**config.mk**
```make
export PLATFORM = sky130hd
export DESIGN_NAME = btn_event_front_flat
export DESIGN_NICKNAME = d
export VERILOG_FILES = /design/src/rtl/mru_pkg.sv /design/src/rtl/btn_event_front_if.sv /design/src/rtl/btn_debounce.sv /design/src/rtl/btn_event_front.sv /design/src/flat_wrapper.sv
export SDC_FILE = /design/constraint.sdc
export NUM_CORES = 1
export LEC_CHECK = 0
export BUFFER_PORTS_ARGS = -buffer_cell sky130_fd_sc_hd__buf_4
export CAP_MARGIN = 20
export CORE_MARGIN = 5
export CORE_UTILIZATION = 62
export DETAILED_ROUTE_END_ITERATION = 8
export PLACE_DENSITY = 0.79
export SLEW_MARGIN = 20
export SYNTH_ARGS = -nofsm -noshare
export SYNTH_HDL_FRONTEND = slang
export SYNTH_SLANG_ARGS = --single-unit
```
**constraint.sdc**
```tcl
create_clock -name clk -period 2.1 [get_ports clk]
set_input_delay 0.105 -clock clk [delete_from_list [all_inputs] [get_ports clk]]
set_output_delay 0.105 -clock clk [all_outputs]
set_load 0.005 [all_outputs]
```
**src/rtl/mru_pkg.sv**
```systemverilog
// Types shared by the button front end and the MRU stage.
package mru_pkg;

    typedef logic [2:0] btn_code_t;

    localparam btn_code_t CODE_NONE = 3'd0;
    localparam int        N_BTN_DEF = 4;

    function automatic int max3(input int a, input int b, input int c);
        int m;
        m = (a > b) ? a : b;
        return (m > c) ? m : c;
    endfunction

endpackage

```
**src/rtl/btn_event_front_if.sv**
```systemverilog
// Press-event valid/ready channel between btn_event_front and the MRU stage.
interface btn_event_front_if;
    import mru_pkg::*;

    logic      press_valid;
    logic      press_ready;
    btn_code_t press_code;

    modport master (
        output press_valid,
        output press_code,
        input  press_ready
    );

    modport slave (
        input  press_valid,
        input  press_code,
        output press_ready
    );

endinterface

```
**src/rtl/btn_debounce.sv**
```systemverilog
// One button: 2-FF synchronizer, stability counter, qualified rise pulse.
module btn_debounce #(
    parameter int DEBOUNCE_CYCLES = 50000,
    parameter int CW              = 16
) (
    input  logic clk,
    input  logic rst,
    input  logic raw,
    output logic level,
    output logic rise
);

    logic          s1;
    logic          s2;
    logic          armed;
    logic [1:0]    settle;
    logic [CW-1:0] cnt;
    logic          differ;
    logic          flip;

    assign differ = s2 != level;
    assign flip   = differ && (cnt == CW'(DEBOUNCE_CYCLES - 1));
    assign rise   = flip && !level && armed;

    // A button must be seen released after reset before it may fire.
    always_ff @(posedge clk) begin
        if (rst) begin
            s1     <= 1'b0;
            s2     <= 1'b0;
            level  <= 1'b0;
            armed  <= 1'b0;
            settle <= 2'b00;
            cnt    <= '0;
        end else begin
            s1     <= raw;
            s2     <= s1;
            settle <= {settle[0], 1'b1};
            if (settle[1] && !s2 && !level)
                armed <= 1'b1;
            if (flip) begin
                level <= s2;
                cnt   <= '0;
            end else if (differ) begin
                cnt <= cnt + CW'(1);
            end else begin
                cnt <= '0;
            end
        end
    end

endmodule

```
**src/rtl/btn_event_front.sv**
```systemverilog
// Raw buttons -> debounced levels and one-shot press events on a valid/ready channel.
// Define BTN_REPEAT_EN to add auto-repeat for the lowest-index held button.
module btn_event_front
    import mru_pkg::*;
#(
    parameter int N_BTN           = N_BTN_DEF,
    parameter int DEBOUNCE_CYCLES = 50000,
    parameter int REPEAT_DELAY    = 25000000,
    parameter int REPEAT_PERIOD   = 5000000
) (
    input  logic               clk,
    input  logic               rst,
    input  logic [N_BTN-1:0]   b_raw,
    output logic [N_BTN-1:0]   btn_level,
    btn_event_front_if.master  press,
    output logic               overrun
);

    localparam int CW = $clog2(max3(DEBOUNCE_CYCLES, REPEAT_DELAY,
                                    REPEAT_PERIOD) + 1);

    logic [N_BTN-1:0] rise;
    logic [N_BTN-1:0] inject;
    logic [N_BTN-1:0] pending;
    logic [N_BTN-1:0] take;
    logic [N_BTN-1:0] set_v;
    logic             load;
    logic             found;
    btn_code_t        pick;

    for (genvar i = 0; i < N_BTN; i++) begin : g_btn
        btn_debounce #(
            .DEBOUNCE_CYCLES (DEBOUNCE_CYCLES),
            .CW              (CW)
        ) u_db (
            .clk   (clk),
            .rst   (rst),
            .raw   (b_raw[i]),
            .level (btn_level[i]),
            .rise  (rise[i])
        );
    end

`ifdef BTN_REPEAT_EN
    localparam int IW = (N_BTN > 1) ? $clog2(N_BTN) : 1;

    logic [IW-1:0] li;
    logic          held;
    logic [IW-1:0] rep_idx;
    logic          rep_on;
    logic          rep_done;
    logic [CW-1:0] rep_cnt;
    logic [CW-1:0] rep_cnt_nxt;
    logic [CW-1:0] rep_goal;
    logic          rep_same;
    logic          rep_fire;

    always_comb begin
        held = |btn_level;
        li   = '0;
        for (int i = N_BTN - 1; i >= 0; i--)
            if (btn_level[i])
                li = IW'(i);
    end

    assign rep_same    = held && rep_on && (li == rep_idx);
    assign rep_cnt_nxt = rep_cnt + CW'(1);
    assign rep_goal    = rep_done ? CW'(REPEAT_PERIOD)
                                  : CW'(REPEAT_DELAY - 1);
    assign rep_fire    = rep_same && (rep_cnt_nxt == rep_goal);

    // rep_cnt holds the number of held cycles already seen for rep_idx.
    always_ff @(posedge clk) begin
        if (rst) begin
            rep_idx  <= '0;
            rep_on   <= 1'b0;
            rep_done <= 1'b0;
            rep_cnt  <= '0;
        end else begin
            rep_idx <= li;
            rep_on  <= held;
            if (!rep_same) begin
                rep_cnt  <= held ? CW'(1) : '0;
                rep_done <= 1'b0;
            end else if (rep_fire) begin
                rep_cnt  <= '0;
                rep_done <= 1'b1;
            end else begin
                rep_cnt <= rep_cnt_nxt;
            end
        end
    end

    always_comb begin
        inject = '0;
        if (rep_fire)
            inject[li] = 1'b1;
    end
`else
    assign inject = '0;
`endif

    always_comb begin
        take  = '0;
        pick  = CODE_NONE;
        found = 1'b0;
        load  = !press.press_valid || press.press_ready;
        for (int i = 0; i < N_BTN; i++) begin
            if (pending[i] && !found) begin
                found   = 1'b1;
                take[i] = 1'b1;
                pick    = btn_code_t'(i + 1);
            end
        end
        if (!load)
            take = '0;
    end

    assign set_v = rise | inject;

    // A pend landing on a bit that is not being drained this cycle is lost.
    always_ff @(posedge clk) begin
        if (rst) begin
            pending           <= '0;
            overrun           <= 1'b0;
            press.press_valid <= 1'b0;
            press.press_code  <= CODE_NONE;
        end else begin
            pending <= (pending & ~take) | set_v;
            if (|(set_v & pending & ~take))
                overrun <= 1'b1;
            if (load) begin
                press.press_valid <= found;
                press.press_code  <= pick;
            end
        end
    end

endmodule

```
**src/flat_wrapper.sv**
```systemverilog
// flat-port wrapper written by rule: the top's interface ports become plain ports
module btn_event_front_flat import mru_pkg::*;
#(
    parameter int N_BTN           = N_BTN_DEF,
    parameter int DEBOUNCE_CYCLES = 50000,
    parameter int REPEAT_DELAY    = 25000000,
    parameter int REPEAT_PERIOD   = 5000000
)
  (clk, rst, b_raw, btn_level, overrun, press_press_valid, press_press_code, press_press_ready);
  btn_event_front_if press_i ();
  input  logic clk;
  input  logic rst;
  input  logic [N_BTN-1:0] b_raw;
  output logic [N_BTN-1:0] btn_level;
  output logic overrun;
  output wire logic [$bits(press_i.press_valid)-1:0] press_press_valid;
  output wire logic [$bits(press_i.press_code)-1:0] press_press_code;
  input wire logic [$bits(press_i.press_ready)-1:0] press_press_ready;
  assign press_press_valid = press_i.press_valid;
  assign press_press_code = press_i.press_code;
  assign press_i.press_ready = press_press_ready;
  btn_event_front #(.N_BTN(N_BTN), .DEBOUNCE_CYCLES(DEBOUNCE_CYCLES), .REPEAT_DELAY(REPEAT_DELAY), .REPEAT_PERIOD(REPEAT_PERIOD)) u_core (.clk(clk), .rst(rst), .b_raw(b_raw), .btn_level(btn_level), .press(press_i), .overrun(overrun));
endmodule
```
-- Word level (Yosys, flattened, before mapping)
Index checks and enable logic that the tools add are counted.
- add/sub/neg operators: 4
- eq/ne operators: 8
- muxes and demuxes: 16
- bitwise operators: 9
- reductions and logical operators: 41
- operator list (cell ; number):
    25-bit by 1-bit adder with 25-bit output, second input constant ; 4
    25-bit by 16-bit == test with 1-bit output, second input constant ; 4
    1-bit logical AND ; 23
    4-bit bitwise AND ; 3
    1-bit logical NOT ; 12
    1-bit two-way mux ; 12
    3-bit OR reduction ; 4
    2-bit two-way mux ; 2
    4-bit two-way mux ; 1
    1-bit != test ; 4
    1-bit NOT ; 4
    4-bit NOT ; 1
    4-bit OR ; 1
    4-bit OR reduction ; 1
    3-bit two-way mux ; 1
    1-bit logical OR ; 1
- register bits: 133
- input bits: 7
- output and inout port bits: 9
- logic and storage cells: 110

-- Logic depth before layout (Yosys ltp)
Gate-level depths: netlist of run 1.
- depth in word-level cells: 14
- depth in mapped cells: 7
- depth with buffers taken out: 6

-- By module
From an unflattened synthesis of run 1, not the netlist that was laid out.
- cells, all modules: 665
- area total of the unflattened synthesis: 5908.2 um^2
- modules (own cells, without submodules) (module ; instances ; cells an instance ; area each (um^2) ; seq. area each (um^2)):
    btn_debounce ; 4 ; 155 ; 1380.1 ; 620.6
    btn_event_front ; 1 ; 45 ; 387.9 ; 180.2

-- Least setup slack after synthesis of run 1
OpenSTA, ideal clock, no wires.
- path type: reg2reg
- start point: register u_core.g_btn[0].u_db.cnt[0]
- end point: register u_core.g_btn[0].u_db.cnt[22]
- setup time: 0.115 ns
- arrival time: 1.727 ns
- required time: 1.985 ns
- path slack: 0.258 ns
- cell stages (with the launch flop): 8
- path buffers: 1
- period minus slack after synthesis: 1.842 ns
- cells stage by stage: dfxtp_1 ha_1 nand4_1 or4_1 buf_2 nor3b_2 xnor2_1 nor2_1
- word-level cells in the longest chain between the ends: 3
- elaborated cells on any way between the ends: 4
- classes of those cells: 1 x add/sub; 1 x eq/ne; 2 x reduce/logical
- RTL lines (element ; RTL line ; RTL):
    start: declaration ; btn_debounce.sv:17 ; logic [CW-1:0] cnt;
    start signal: assignment ; btn_debounce.sv:44 ; cnt <= cnt + CW'(1);
    branches (longest 3 deep; another with 25-bit by 1-bit adder with 25-bit output) ; - ;
Several ways; the timed one is not identified.
A chain may end at the register's enable or synchronous reset.

-- Worst setup path in the final report of run 1
- start point: register u_core.g_btn[0].u_db.cnt[5]
- end point: register u_core.g_btn[0].u_db.cnt[21]
The elaborated chain is that of the path after synthesis.

==> out/qor.yml, run 1 <==
run_status:
  status: "finished clean"
global_route:
  grt_start_max_net_pins: 32
  antenna_found_initial: 0
  grt_pass1_vias: 4449
  grtUsageTotal: 0.210
  grt_pass1_wl_mm: 19.5
  grt.overflow.total: 0
layout:
  drive_above_1_share: 0.124
  finalInstanceArea_um2: 6560
  utilization: 0.749
  n_antenna_cell: 0
  nets: 675
  layout.cells.non_filler: 785
  area_delta_synth_final_pct: 17.3
  mostFrequentLayoutCells: "nor2_1, dfxtp_1, xnor2_1"
  final_common_cell: "nor2_1"
logic_synthesis:
  yosys_warnings: 0
  synth_nets: 646
  syn_inst: 635
  synth_edf_count: 0
  synth-seq-area-share: 0.455
  syn_area_um2: 5590
  synthTopCellsByArea: "dfxtp_1, xnor2_1, nor2_1"
  yosysTopAreaCellShare: 0.455
  synth_cell_types: 45
  synthFlopType: "dfxtp_1"
  synth_top_cell_by_area: "dfxtp_1"
  async_flop_share: 0
  synth_area_per_cell_um2: 8.81
  ys_ff_latch: 127
timing:
  period_needed_ns: 1.94
  finClkSkew_ns: 0.00846
  hold_viol_final: 0
  slew_violations: 0
  slew-limit-headroom: 0.714
  setup_viol: 0
  fin_tns_setup_ns: 0
  post-route-period-util: 0.925
  rsz0062_at_grt: "false"
  clock.fmax_mhz: 515
  max_slew.worst_pin.slew_ns: 0.425
  holdWs_ns: 0.0830
hold_path:
  min_path_type: "in2reg"
die:
  ios: 16
  core_um2: 8760
  fp.dieH_um: 105
  start_util: 0.638
  fp.dieArea_um2: 11000
  num_rows: 34
  die_w_um: 105
clock_tree:
  cts_tree: "yes"
  post-cts-setup-buffers: 0
  clock_path_buffers: 2
  cts_sinks: 127
  htreeDepth: 4
  root_buffer: "clkbuf_8"
  clk_pin_slew_ns: 0.06
  clk_latency_ns: 0.52
  cts_buffers: 17
power_and_ir_drop:
  p_leak_nw: 2.11
  p_switching_w: 0.00113
  p_int_w: 0.00471
  clkPwrFrac: 0.570
  power_density_nw_per_um2: 890
  seq_power_share: 0.417
  p_comb_frac: 0.013
  vdd_drop_max_v: 0.000601
  switching_share: 0.194
route:
  avgViaCountPerCell: 5.56
  vias: 4364
  drc: 0
  final_antenna_net_count: 0
  wl_mm: 11.1
  drt-initial-drc-count: 191
  firstDrtPassIters: 6
  wire_per_inst_um: 14.1
placed_design:
  portBuffers: 15
  dp_hpwl_mm: 7.16
  dp_cells: 744
  dpl_cell_area_um2: 5790
  gp_congestion: 0.859
worst_setup_path:
  critPathRequiredTime_ns: 2.51
  critPathKind: "reg2reg"
  start_kind: "flip-flop"
  worst_ep_arrival_time_ns: 2.35
  cp-end-kind: "flip-flop"
  cp_max_fo: 7
flow_run:
  drv_cap: 0
==> flip-flops by register name (all words and copies together), names as in the netlist <==
signal,cells
u_core.press.press_code,3
u_core.g_btn.u_db.settle,2
u_core.press.press_valid,1
u_core.g_btn.u_db.s2,4
u_core.pending,4
u_core.g_btn.u_db.armed,4
u_core.overrun,1
u_core.g_btn.u_db.level,4
u_core.g_btn.u_db.cnt,100
u_core.g_btn.u_db.s1,4
==> path summary, 6_finish.rpt <==
check | depth (start not counted) | startpoint | endpoint | slack, ns
min reg2reg | 1 | u_core.g_btn[2].u_db.s1 | u_core.g_btn[2].u_db.s2 | 0.44
max reg2reg | 5 | u_core.g_btn[0].u_db.cnt[5] | u_core.g_btn[0].u_db.cnt[21] | 0.16
max | 5 | u_core.g_btn[0].u_db.cnt[5] | u_core.g_btn[0].u_db.cnt[21] | 0.16
min | 5 | press_press_ready | u_core.overrun | 0.08
==> cell families after synthesis <==
| family | share of synthesized area |
|---|---|
| xor gates and xnor gates | 0.150 |
| muxes | 0.00716 |
| DFF | 0.455 |
| AOI/OAI and AO/OA | 0.0197 |
| adders and majority gates | 0.00895 |
| and+or+nand+nor | 0.318 |
| buffers and inverters | 0.0414 |
==> repair_timing <==
action,CTS,global route
endpoints found under the hold margin,27,0
setup endpoints to repair,0,3
hold buffers,9,0
resized for setup,0,2
==> per-stage QoR <==
step	power (W)	worst slack (ns)
floorplan	0.00253	0.258
global placement	0.00255	0.197
detailed placement	0.00255	0.112
CTS	0.00588	0.0922
global route	0.00602	0.0306
finish	0.00584	0.158
==> layer usage <==
metal / GRT usage / share of wire / up-vias / routed length, um
met5: 0 / 0 / - / 0
met4: 0.0913 / 0.021 / 0 / 230
met3: 0.0530 / 0.032 / 26 / 356
met2: 0.366 / 0.51 / 81 / 5640
met1: 0.241 / 0.44 / 2065 / 4860
li1: - / - / 2192 / -
==> final cells by class <==
cell class              count  area, um^2
multi-input cells         463        2830
flip-flops and latches    127        2540
fillers                   588        2200
clock buffers              20         445
repair buffers             37         313
clock inverters            12         229
well taps                 108         135
inverters                  18        67.6
==> power groups by stage <==
stage / logic (W) / registers, W / clock network [W]
final: 0.0000745 / 0.00244 / 0.00333
after global routing: 0.0000836 / 0.00244 / 0.00350
after CTS: 0.0000740 / 0.00244 / 0.00337
after detailed placement: 0.0000611 / 0.00249 / 0
after global placement: 0.0000588 / 0.00249 / 0
after floorplan: 0.0000455 / 0.00249 / 0
==> cells in the mapped netlist, types with 3 or more instances <==
cell and n:
nor2_1 142, inv_1 18, nand4_1 19, buf_2 8, dfxtp_1 127, nor4_2 9, nand3_1 37, xnor2_1 64
ha_1 4, and3_1 13, nor2_2 3, nand2_1 35, nor2b_1 13, a21oi_1 10, clkbuf_1 5, mux2i_1 4
nor3_2 4, nor4_1 19, buf_4 12, or3_1 4, a31oi_1 3, nor3_1 16, xor2_1 32, and4_1 9
==> critical path, stage by stage (launching register included) <==
cell,delay (ns)
dfxtp_1,0.40
nand3_1,0.19
or4_1,0.67
nor4_1,0.35
xnor2_1,0.17
nor2_1,0.05
No activity file was read; power rests on OpenSTA's default activity.
==> run 2, diff against run 1 <==
==> constraint.sdc (replaced) <==
create_clock -name clk -period 2.1 [get_ports clk]
set_input_delay 0.42 -clock clk [delete_from_list [all_inputs] [get_ports clk]]
set_output_delay 0.42 -clock clk [all_outputs]
set_load 0.005 [all_outputs]
==> run 2 against run 1 <==
Sequential cell count did not move. Clock skew up 0.0024 ns. Largest cell class unchanged. Fmax shrank 2.7%. Sequential power is essentially flat. Critical path depth grew 1. Global-route usage decreased by 0.95 points. Critical path type unchanged.
==> out/qor.yml, run 2 (synthesis results as in run 1) <==
clock_tree:
  post-cts-setup-buffers: 0
  clk_latency_ns: 0.50
  clock_path_buffers: 2
  cts_resized: 0
  cts_tree: "yes"
  holdBufCountCts: 0
  clk_pin_slew_ns: 0.06
  root_buffer: "clkbuf_8"
  cts_sinks: 127
  htreeDepth: 4
  cts_buffers: 17
power_and_ir_drop:
  power_density_nw_per_um2: 871
  switching_share: 0.189
  p_int_w: 0.00453
  p_switching_w: 0.00106
  p_comb_frac: 0.011
  clkPwrFrac: 0.552
  seq_power_share: 0.437
  vdd_drop_max_v: 0.000601
  p_leak_nw: 2.04
global_route:
  grt_start_max_net_pins: 32
  grt_pass1_vias: 4238
  grt_util_met2: 0.337
  grtUsageMet3: 0.0518
  grt.overflow.total: 0
  grt_pass1_wl_mm: 18.7
  grtUsageMet1: 0.244
  antenna_found_initial: 0
  grt.busiest_layer: "met2"
  grtUsageTotal: 0.200
die:
  die_w_um: 105
  start_util: 0.638
  ios: 16
  fp.dieArea_um2: 11000
  fp.dieH_um: 105
  num_rows: 34
  core_um2: 8760
route:
  drt-initial-drc-count: 116
  wl_mm: 10.6
  wire_per_inst_um: 13.7
  avgViaCountPerCell: 5.57
  final_antenna_net_count: 0
  drc: 0
  firstDrtPassIters: 4
  vias: 4316
worst_setup_path:
  critPathRequiredTime_ns: 2.49
  rr_worst_depth: 6
  critPathKind: "reg2reg"
  cp_max_fo: 6
  start_kind: "flip-flop"
  rr_endpoint: "u_core.g_btn[0].u_db.cnt[22]"
  r2r_slack_ns: 0.10
  cp-end-kind: "flip-flop"
  worstReg2RegStart: "u_core.g_btn[0].u_db.cnt[0]"
  worst_ep_arrival_time_ns: 2.39
timing:
  post-route-period-util: 0.950
  fin_tns_setup_ns: 0
  max_slew.worst_pin.slew_ns: 0.410
  finClkSkew_ns: 0.0109
  hold_viol_final: 0
  rsz0062_at_grt: "false"
  clock.fmax_mhz: 501
  slew_violations: 0
  period_needed_ns: 2.00
  setup_viol: 0
  slew-limit-headroom: 0.723
hold_path:
  min_path_cells: 2
  holdCritStartpoint: "b_raw[1]"
  min_to: "u_core.g_btn[1].u_db.s1"
  min_path_type: "in2reg"
layout:
  largest_reg_flops: 100
  final_common_cell: "nor2_1"
  nets: 666
  finalInstanceArea_um2: 6410
  mostFrequentLayoutCells: "nor2_1, dfxtp_1, xnor2_1"
  drive_above_1_share: 0.118
  fill_cells: 661
  regMostFlops: "u_core.g_btn.u_db.cnt"
  layout.cells.non_filler: 775
  n_antenna_cell: 0
  area_delta_synth_final_pct: 14.6
flow_run:
  drv_cap: 0
placed_design:
  dp_cells: 744
  portBuffers: 15
  dp_hpwl_mm: 7.11
  gp_congestion: 0.858
  dpl_cell_area_um2: 5790
run_status:
  status: "finished clean"
## run 2: cell count changes in the layout (fill, tap and decap cells not counted), sizes merged
cell         change
dlygate4sd3      -9
bufinv           -1
inv              -2
clkbuf           +1
clkinvlp         +1
## run 2: worst max path at each step
stage | from | to | slack [ns] | cells after the start
floorplan | u_core.g_btn[0].u_db.cnt[0] | u_core.g_btn[0].u_db.cnt[22] | 0.26 | 7
global placement | u_core.g_btn[0].u_db.cnt[0] | u_core.g_btn[0].u_db.cnt[24] | 0.20 | 6
detailed placement | u_core.g_btn[0].u_db.cnt[0] | u_core.g_btn[0].u_db.cnt[22] | 0.12 | 6
CTS | u_core.g_btn[0].u_db.cnt[0] | u_core.g_btn[0].u_db.cnt[20] | 0.11 | 6
global route | u_core.g_btn[0].u_db.cnt[0] | u_core.g_btn[0].u_db.cnt[20] | 0.004 | 6
finish | u_core.g_btn[0].u_db.cnt[0] | u_core.g_btn[0].u_db.cnt[22] | 0.10 | 6
## run 2: critical path, cell delays in order (launching register included)
cell and delay, ns:
dfxtp_1 0.38, ha_1 0.23, nand4_1 0.13, or4_1 0.69, nor3b_2 0.26, xnor2_1 0.15, nor2_1 0.05
## run 2: power groups by stage
stage                logic, W  registers [W]  clock network (W)
floorplan           0.0000455        0.00249                  0
global placement    0.0000589        0.00249                  0
detailed placement  0.0000612        0.00249                  0
CTS                 0.0000617        0.00244            0.00313
global route        0.0000685        0.00244            0.00325
finish              0.0000611        0.00244            0.00309
## run 2: per-stage QoR
step           utilization  hold slack (ns)  total power [W]  worst slack, ns
6_report             0.731            0.126          0.00559            0.104
5_1_grt              0.731            0.120          0.00576          0.00356
4_1_cts              0.731            0.106          0.00563            0.108
3_5_place_dp         0.660            0.427          0.00255            0.117
3_3_place_gp         0.660            0.421          0.00255            0.202
2_1_floorplan            -            0.412          0.00253            0.258
## run 2: area by class of cell
type | count | area [um^2] | share of cell area
Clock buffer | 21 | 439 | 0.0685
Multi-Input combinational cell | 463 | 2820 | 0.440
Inverter | 18 | 67.6 | 0.0105
Sequential cell | 127 | 2540 | 0.397
Clock inverter | 10 | 185 | 0.0289
Timing Repair Buffer | 28 | 223 | 0.0347
Tap cell | 108 | 135 | 0.0211
## run 2: routing by layer
layer	wire (um)	vias to the layer above
met1	4780	2035
met4	185	0
li1	-	2180
met5	0	-
met2	5320	83
met3	363	18
